==> config.mk <==
export PLATFORM = sky130hd
export DESIGN_NAME = decode_scoreboard
export DESIGN_NICKNAME = d
export VERILOG_FILES = /design/src/rtl/decode_pkg.sv /design/src/rtl/sb_counter.sv /design/src/rtl/decode_scoreboard.sv
export SDC_FILE = /design/constraint.sdc
export NUM_CORES = 1
export LEC_CHECK = 0
export ABC_AREA = 1
export CAP_MARGIN = 20
export CORE_AREA = 5 5 104 106
export DETAILED_ROUTE_END_ITERATION = 8
export DIE_AREA = 0 0 109 111
export PLACE_DENSITY = 0.72
export SYNTH_ARGS = -nofsm -noshare
export SYNTH_HDL_FRONTEND = slang
export SYNTH_HIERARCHICAL = 1
export SYNTH_SLANG_ARGS = --single-unit
export TNS_END_PERCENT = 5
==> constraint.sdc <==
create_clock -name clk -period 3.75 [get_ports clk]
set_clock_uncertainty 0.2 [all_clocks]
set_input_delay 0.75 -clock clk [delete_from_list [all_inputs] [get_ports clk]]
set_output_delay 0.75 -clock clk [all_outputs]
set_load 0.02 [all_outputs]
==> src/rtl/decode_pkg.sv <==
// decode_pkg: shared defaults for the decode-stage scoreboard.
package decode_pkg;
  localparam int DATA_W_D = 16;
  localparam int NREG_D = 8;
  localparam int CNT_W_D = 2;
  function automatic int max_cnt(input int w);
    return (1 << w) - 1;
  endfunction
  localparam int MAX_CNT = max_cnt(CNT_W_D);
endpackage

==> src/rtl/sb_counter.sv <==
// sb_counter: one pending-write counter.
// Ports: clk, reset (sync, active-high), inc/dec requests,
// full (at max), nonzero (writes pending), underflow (dec seen while zero).
module sb_counter
  import decode_pkg::*;
#(
  parameter int CNT_W = CNT_W_D
) (
  input  logic clk,
  input  logic reset,
  input  logic inc,
  input  logic dec,
  output logic full,
  output logic nonzero,
  output logic underflow
);
  logic [CNT_W-1:0] r_cnt;
  assign full = &r_cnt;
  assign nonzero = |r_cnt;
  assign underflow = dec & ~nonzero;
  // inc+dec together cancel; a dec of zero and an inc of full are dropped
  always_ff @(posedge clk) begin
    if (reset) r_cnt <= '0;
    else if (inc & ~dec & ~full) r_cnt <= r_cnt + CNT_W'(1);
    else if (dec & ~inc & nonzero) r_cnt <= r_cnt - CNT_W'(1);
  end
endmodule

==> src/rtl/decode_scoreboard.sv <==
// decode_scoreboard: DE-stage hazard scoreboard feeding the AGEX latch.
// Ports: de_* decoded instruction, mem_stall/flush control, wb_* retiring
// writes; dep_stall hazard, ld_agex/agex_* latch, busy_mask/cc_pending
// pending-write view, sb_err sticky underflow.
module decode_scoreboard
  import decode_pkg::*;
#(
  parameter int DATA_W = DATA_W_D,
  parameter int NREG = NREG_D,
  parameter int RID_W = $clog2(NREG),
  parameter int PAYLOAD_W = 2*DATA_W+20,
  parameter int CNT_W = CNT_W_D
) (
  input  logic                 clk,
  input  logic                 reset,
  input  logic                 de_v,
  input  logic [RID_W-1:0]     de_sr1_id,
  input  logic [RID_W-1:0]     de_sr2_id,
  input  logic                 de_sr1_needed,
  input  logic                 de_sr2_needed,
  input  logic [RID_W-1:0]     de_dr_id,
  input  logic                 de_ld_reg,
  input  logic                 de_ld_cc,
  input  logic                 de_br_op,
  input  logic [PAYLOAD_W-1:0] de_payload,
  input  logic                 mem_stall,
  input  logic                 flush,
  input  logic                 wb_ld_reg,
  input  logic                 wb_ld_cc,
  input  logic [RID_W-1:0]     wb_drid,
  output logic                 dep_stall,
  output logic                 ld_agex,
  output logic                 agex_v,
  output logic [PAYLOAD_W-1:0] agex_payload,
  output logic [RID_W-1:0]     agex_drid,
  output logic                 agex_ld_reg,
  output logic                 agex_ld_cc,
  output logic [NREG-1:0]      busy_mask,
  output logic                 cc_pending,
  output logic                 sb_err
);
  logic [NREG-1:0] w_full;
  logic [NREG:0]   w_uf;
  logic            w_cc_full;
  logic            w_issue;
  logic            r_agex_v;
  logic [PAYLOAD_W-1:0] r_agex_payload;
  logic [RID_W-1:0] r_agex_drid;
  logic            r_agex_ld_reg;
  logic            r_agex_ld_cc;
  logic            r_sb_err;
  // hazards come from registered counts only; a same-cycle writeback does not unblock
  assign dep_stall = de_v & ((de_sr1_needed & busy_mask[de_sr1_id]) |
                             (de_sr2_needed & busy_mask[de_sr2_id]) |
                             (de_br_op & cc_pending) |
                             (de_ld_reg & w_full[de_dr_id]) |
                             (de_ld_cc & w_cc_full));
  assign w_issue = de_v & ~dep_stall & ~mem_stall & ~flush;
  assign ld_agex = ~mem_stall;
  for (genvar i = 0; i < NREG; i++) begin : g_reg
    sb_counter #(.CNT_W(CNT_W)) u_cnt (
      .clk      (clk),
      .reset    (reset),
      .inc      (w_issue & de_ld_reg & (de_dr_id == RID_W'(i))),
      .dec      (wb_ld_reg & (wb_drid == RID_W'(i))),
      .full     (w_full[i]),
      .nonzero  (busy_mask[i]),
      .underflow(w_uf[i])
    );
  end
  sb_counter #(.CNT_W(CNT_W)) u_cc (
    .clk      (clk),
    .reset    (reset),
    .inc      (w_issue & de_ld_cc),
    .dec      (wb_ld_cc),
    .full     (w_cc_full),
    .nonzero  (cc_pending),
    .underflow(w_uf[NREG])
  );
  always_ff @(posedge clk) begin
    if (reset) begin
      r_agex_v <= 1'b0;
      r_agex_payload <= '0;
      r_agex_drid <= '0;
      r_agex_ld_reg <= 1'b0;
      r_agex_ld_cc <= 1'b0;
      r_sb_err <= 1'b0;
    end else begin
      r_sb_err <= r_sb_err | (|w_uf);
      if (!mem_stall) begin
        r_agex_v <= w_issue;
        r_agex_payload <= de_payload;
        r_agex_drid <= de_dr_id;
        r_agex_ld_reg <= de_ld_reg;
        r_agex_ld_cc <= de_ld_cc;
      end
    end
  end
  assign agex_v = r_agex_v;
  assign agex_payload = r_agex_payload;
  assign agex_drid = r_agex_drid;
  assign agex_ld_reg = r_agex_ld_reg;
  assign agex_ld_cc = r_agex_ld_cc;
  assign sb_err = r_sb_err;
endmodule

After elaboration in Yosys (flattened, before gate mapping)
Cells that the tools add are included.
- input bits: 76
- register bits: 77
- word-level logic and storage cells: 220
- eq/ne operators: 14
- add/sub/neg operators: 18
- muxes and demuxes: 24
- order comparisons: 3
- bitwise logic cells: 116
- reduce and logical (&&, ||, !) cells: 30
- operators by type and width (cell ; count):
    1-bit AND ; 72
    1-bit inverter ; 39
    2-bit 2-to-1 mux ; 18
    3-bit == test (second input constant) ; 8
    2-bit by 1-bit adder with 2-bit output (second input constant) ; 9
    2-bit AND reduction ; 9
    2-bit nonzero test ; 9
    2-bit OR reduction ; 9
    2-bit by 1-bit subtractor with 2-bit output (second input constant) ; 9
    3-bit by 2-bit == test with 1-bit output (second input constant) ; 4
    3-bit by 4-bit < comparator with 1-bit output (second input constant) ; 3
    1-bit binary-select mux with 3-bit select ; 3
    9-bit OR reduction ; 1
    3-bit by 1-bit == test with 1-bit output (second input constant) ; 2
    3-bit zero test ; 2
    1-bit bitwise OR ; 5
    1-bit 2-to-1 mux ; 3

Logic depth before layout (Yosys ltp)
- depth in word-level cells: 20
- mapped depth: 16

Cells and area by module
The synthesis kept the hierarchy.
- modules (own cells, without submodules) (module ; sequential area each (µm²) ; cells an instance ; area an instance (µm²) ; times used):
    decode_scoreboard ; 1181.1 ; 361 ; 2519.9 ; 1
    sb_counter ; 40.0 ; 21 ; 138.9 ; 9

Worst setup path after synthesis
No wires, ideal clock.
- path kind: input -> output
- start: input de_dr_id[0]
- end: output dep_stall
- arrival time: 1653 ps
- stages on the path: 8
- data required time: 2800 ps
- setup slack: 1147 ps
- buffers on the path: 1
- path through: buf_6 > nor2_2 > a21oi_1 > nand3_1 > nand3_1 > nand2_2 > nor2_4 > nor2_1
- longest elaborated chain between the ends: 6
- RTL lines (element ; line ; RTL):
    start, declared ; decode_scoreboard.sv:21 ; input logic [RID_W-1:0] de_dr_id,
    1-bit binary-select mux with 3-bit select ; decode_scoreboard.sv:56 ; (de_ld_reg & w_full[de_dr_id]) |
    1-bit 2-to-1 mux (implied by the code) ; decode_scoreboard.sv:56 ;
    1-bit AND ; decode_scoreboard.sv:56 ;
    1-bit bitwise OR ; decode_scoreboard.sv:55 ; (de_br_op & cc_pending) |
    1-bit bitwise OR ; decode_scoreboard.sv:56 ;
    1-bit AND ; decode_scoreboard.sv:53 ; assign dep_stall = de_v & ((de_sr1_needed & busy_mask[de_sr1_id]) |
    end, declared ; decode_scoreboard.sv:31 ; output logic dep_stall,
Every way passes these cells. The select of a mux whose other input is x is not followed.

Worst setup path after layout
- start: input de_dr_id[1]
- end: output dep_stall
The elaborated chain is that of the path after synthesis.

==> reports/results.txt <==
The flow ran to the end, and the final reports show no timing, DRC or antenna violations. The number of max-capacitance violations reported came out at 0. The post-synthesis cell type with the largest combined area is sky130_fd_sc_hd__dfxtp_1. TritonCTS created 9 clock buffers. The tools report the critical path capture point type as a primary output.

TritonCTS built the clock tree. Share of the synthesized area in the top cell type: 40.9%. The tools report the number of instances in the synthesized netlist as 550. Cell at the root of the clock tree: sky130_fd_sc_hd__clkbuf_8. The worst path in the final design needs a cycle of 3.60 ns, including I/O delays and setup. The congestion estimate from routability-driven global placement came to 0.923. The die covers 12,100 sq um. The logs give 146 for the count of pins on the block boundary and 0 for the number of antenna repair diodes.

The critical setup path kind is in -> out. The H-tree depth came out at 3. The worst-case headroom to the max-slew limit is 32.9%.

Global routing finished with a remaining overflow of 0. The worst ir drop on vdd is 158 uV. For this configuration, the core starts out at a cell density of 38.9%.

The first global-routing pass estimated 18.1 mm of wire. In the finished design, the share of the clock period the worst path needs comes to 96.1%. Sorting the synthesized cells by area gives the leading types as sky130_fd_sc_hd__dfxtp_1 41%, sky130_fd_sc_hd__nand2_1 17%, sky130_fd_sc_hd__a21oi_1 11%. Clock latency on the worst-skew pair, taken at its later pin, is 0.34 ns. The worst hold path belongs to the class reg -> reg. The tools report the remaining antenna violation count as 0. The tools report the required time reported for the critical path endpoint as 2.80 ns. The mean cell area of the mapped netlist works out to 6.85 sq um. The tools report the met2 capacity usage during global routing as 31.2%. After filler insertion, the fill cell instance count of the layout stands at 938. Summed over all nets, the half-perimeter wirelength after detailed placement is 8.63 mm. The tools report the number of global-route vias before repair as 3,846.

The static power due to leakage was 0.00231 uW. The logs give 765 for the number of nets in the layout and 3770 sq um for the total standard cell area after synthesis. The global routing's busiest layer is met2. Synthesis produced a netlist with a net count of 626. In the final layout, the share of cells above drive strength 1 is 15.1%.

The register with the most flip-flops in the layout has 52 of them. Input and output buffers added on the ports amount to 145. The timing-limited maximum frequency was 0.277 GHz.

Of all nets on the critical path, the largest fanout is 8. The number of cell rows was 36. The number of storage elements in the synthesis netlist was 77. Leaving out fill and tap cells, the most frequent cells in the layout are 167 x sky130_fd_sc_hd__nand2_1, 142 x sky130_fd_sc_hd__clkdlybuf4s50_1, 82 x sky130_fd_sc_hd__a21oi_1, 77 x sky130_fd_sc_hd__dfxtp_1, 42 x sky130_fd_sc_hd__nor2_1. After synthesis, flip-flops and latches occupy 40.9% of the total area. From left edge to right edge, the die measures 109 um. The total global routing track utilization came out at 18.4%. The area added between synthesis and finish is 46.5%. The first routing iteration left 317 violations.

The logs give 62 for the largest net degree at the start of global routing and 0 ns for the sum of negative setup slack. The number of iterations in the first detailed-routing pass is 4, and the post-detailed-route wirelength per cell is 13.8 um. The power per cell area came out at 339 nW/um^2. Counting instances, the worst hold path has a depth of 2. Counting along the longest clock path gives a buffer depth of 2.

In the routed layout, each cell is associated on average with a via count of 4.76. The library cell used most frequently in the layout, excluding fill and tap cells, is sky130_fd_sc_hd__nand2_1. Synthesis instantiated 27 different standard cells from the library. STA classifies the critical path startpoint as an input pin. Clock-pin slew was measured on the worst setup and hold paths at 0.09 ns. For this design, the sink count on the clock tree is 77.

Worst-case setup margin in the final layout: 0.145 ns. The number of pins exceeding their max-slew limit in the final report was 0; the total wire length after detailed routing was 11.4 mm. For this run, the number of Yosys warnings is 6. In this run, post-CTS hold repair placed 0 buffers.

At the pin with the least slew margin, the transition time is 1.01 ns. Setup repair after global routing left no endpoint under its margin. The routed layout has 3,938 vias. Count of final hold-check violations: 0. The number of antenna violations at the first check in global routing was 0. The die outline height is 111 um, and the placeable core region is 9680 sq um. At the placement stage, the worst setup path has a slack of 0.0248 ns. The met3 demand-to-capacity share in global routing is 5.13%.

The data arrival time of the critical path is 2.65 ns. For the worst flop-to-flop path, the logic depth is 14. The DRC violation count after routing came out at 0. Setup violations remaining at the end of the flow were counted as 0.

Global routing consumed, on the met1 layer, 22.3% of the routing resources.
logic make-up after synthesis:
logic type	after synthesis	share of synthesized area (%)
and+or+nand+nor	286	36.3
AOI/OAI and AO/OA	98	13.5
buffers and inverters	89	9.26
DFF	77	40.9
Yosys cell counts:
cell,number
sky130_fd_sc_hd__a22o_1,1
sky130_fd_sc_hd__nor2_1,42
sky130_fd_sc_hd__clkbuf_1,13
sky130_fd_sc_hd__nand3_4,1
sky130_fd_sc_hd__nand3_2,18
sky130_fd_sc_hd__nand3b_1,1
sky130_fd_sc_hd__nand2_2,11
sky130_fd_sc_hd__buf_4,1
sky130_fd_sc_hd__a31oi_1,1
sky130_fd_sc_hd__buf_1,5
sky130_fd_sc_hd__nor3_2,1
sky130_fd_sc_hd__nand3_1,24
sky130_fd_sc_hd__dfxtp_1,77
sky130_fd_sc_hd__nor2_2,9
sky130_fd_sc_hd__a211oi_1,4
sky130_fd_sc_hd__nand2_1,167
sky130_fd_sc_hd__nand2_4,9
sky130_fd_sc_hd__inv_2,31
sky130_fd_sc_hd__nor4_1,2
sky130_fd_sc_hd__a21oi_2,1
sky130_fd_sc_hd__buf_6,1
sky130_fd_sc_hd__inv_1,36
sky130_fd_sc_hd__nor2_4,1
sky130_fd_sc_hd__buf_2,1
sky130_fd_sc_hd__o21ai_0,9
sky130_fd_sc_hd__a21oi_1,82
sky130_fd_sc_hd__inv_4,1
layout make-up:
type                       instances  area, sq um  share of cell area, %
multi-input combinational        384         1880                   34.0
sequential                        77         1540                   27.9
timing repair buffer             149         1470                   26.7
inverter                          68          258                   4.67
tap                              133          166                   3.01
clock buffer                       9          124                   2.24
clock inverter                     7         80.1                   1.45
final timing paths:
check | startpoint | endpoint | slack [ns]
worst max-delay path | de_dr_id[1] | dep_stall | 0.15
worst min register to register | agex_payload[14] | agex_payload[14] | 0.27
worst min-delay path | agex_payload[14] | agex_payload[14] | 0.27
worst max register to register | g_reg[1].u_cnt/r_cnt[0] | g_reg[6].u_cnt/r_cnt[0] | 1.57
per-layer routing:
layer	part of all wire (%)	vias to the layer above
met1	44	1781
met3	7.9	12
met4	1.4	0
li1	-	2013
met2	47	132
met5	0	-
where the power goes:
part           switching (uW)  internal [uW]
logic                     174            170
registers                17.8            854
clock network             339            319
total                     530           1340
critical path, stage by stage:
cell and delay, ns:
sky130_fd_sc_hd__clkdlybuf4s50_1 0.55, sky130_fd_sc_hd__inv_1 0.21, sky130_fd_sc_hd__nand3_1 0.09, sky130_fd_sc_hd__nand3_1 0.10
sky130_fd_sc_hd__nand3_1 0.10, sky130_fd_sc_hd__nand2_2 0.10, sky130_fd_sc_hd__nor2_4 0.05, sky130_fd_sc_hd__nor2_1 0.09
sky130_fd_sc_hd__clkdlybuf4s50_1 0.61
per-stage QoR:
step,total power (uW),cells,cell area [sq um],utilization (%),hold slack (ns)
final,1870,827,5520,57.0,0.266
after global routing,1970,827,5520,57.0,0.285
after CTS,1900,827,5520,57.0,0.268
after detailed placement,1240,811,5320,54.9,0.256
after global placement,1230,811,5320,54.9,0.251
after floorplan,1050,550,3770,-,0.274
what timing repair did:
action,in CTS,in global routing
endpoints found under the setup margin,0,1
resized for setup,0,1
buffers inserted,0,0
Power figures use the tool's default switching activity.
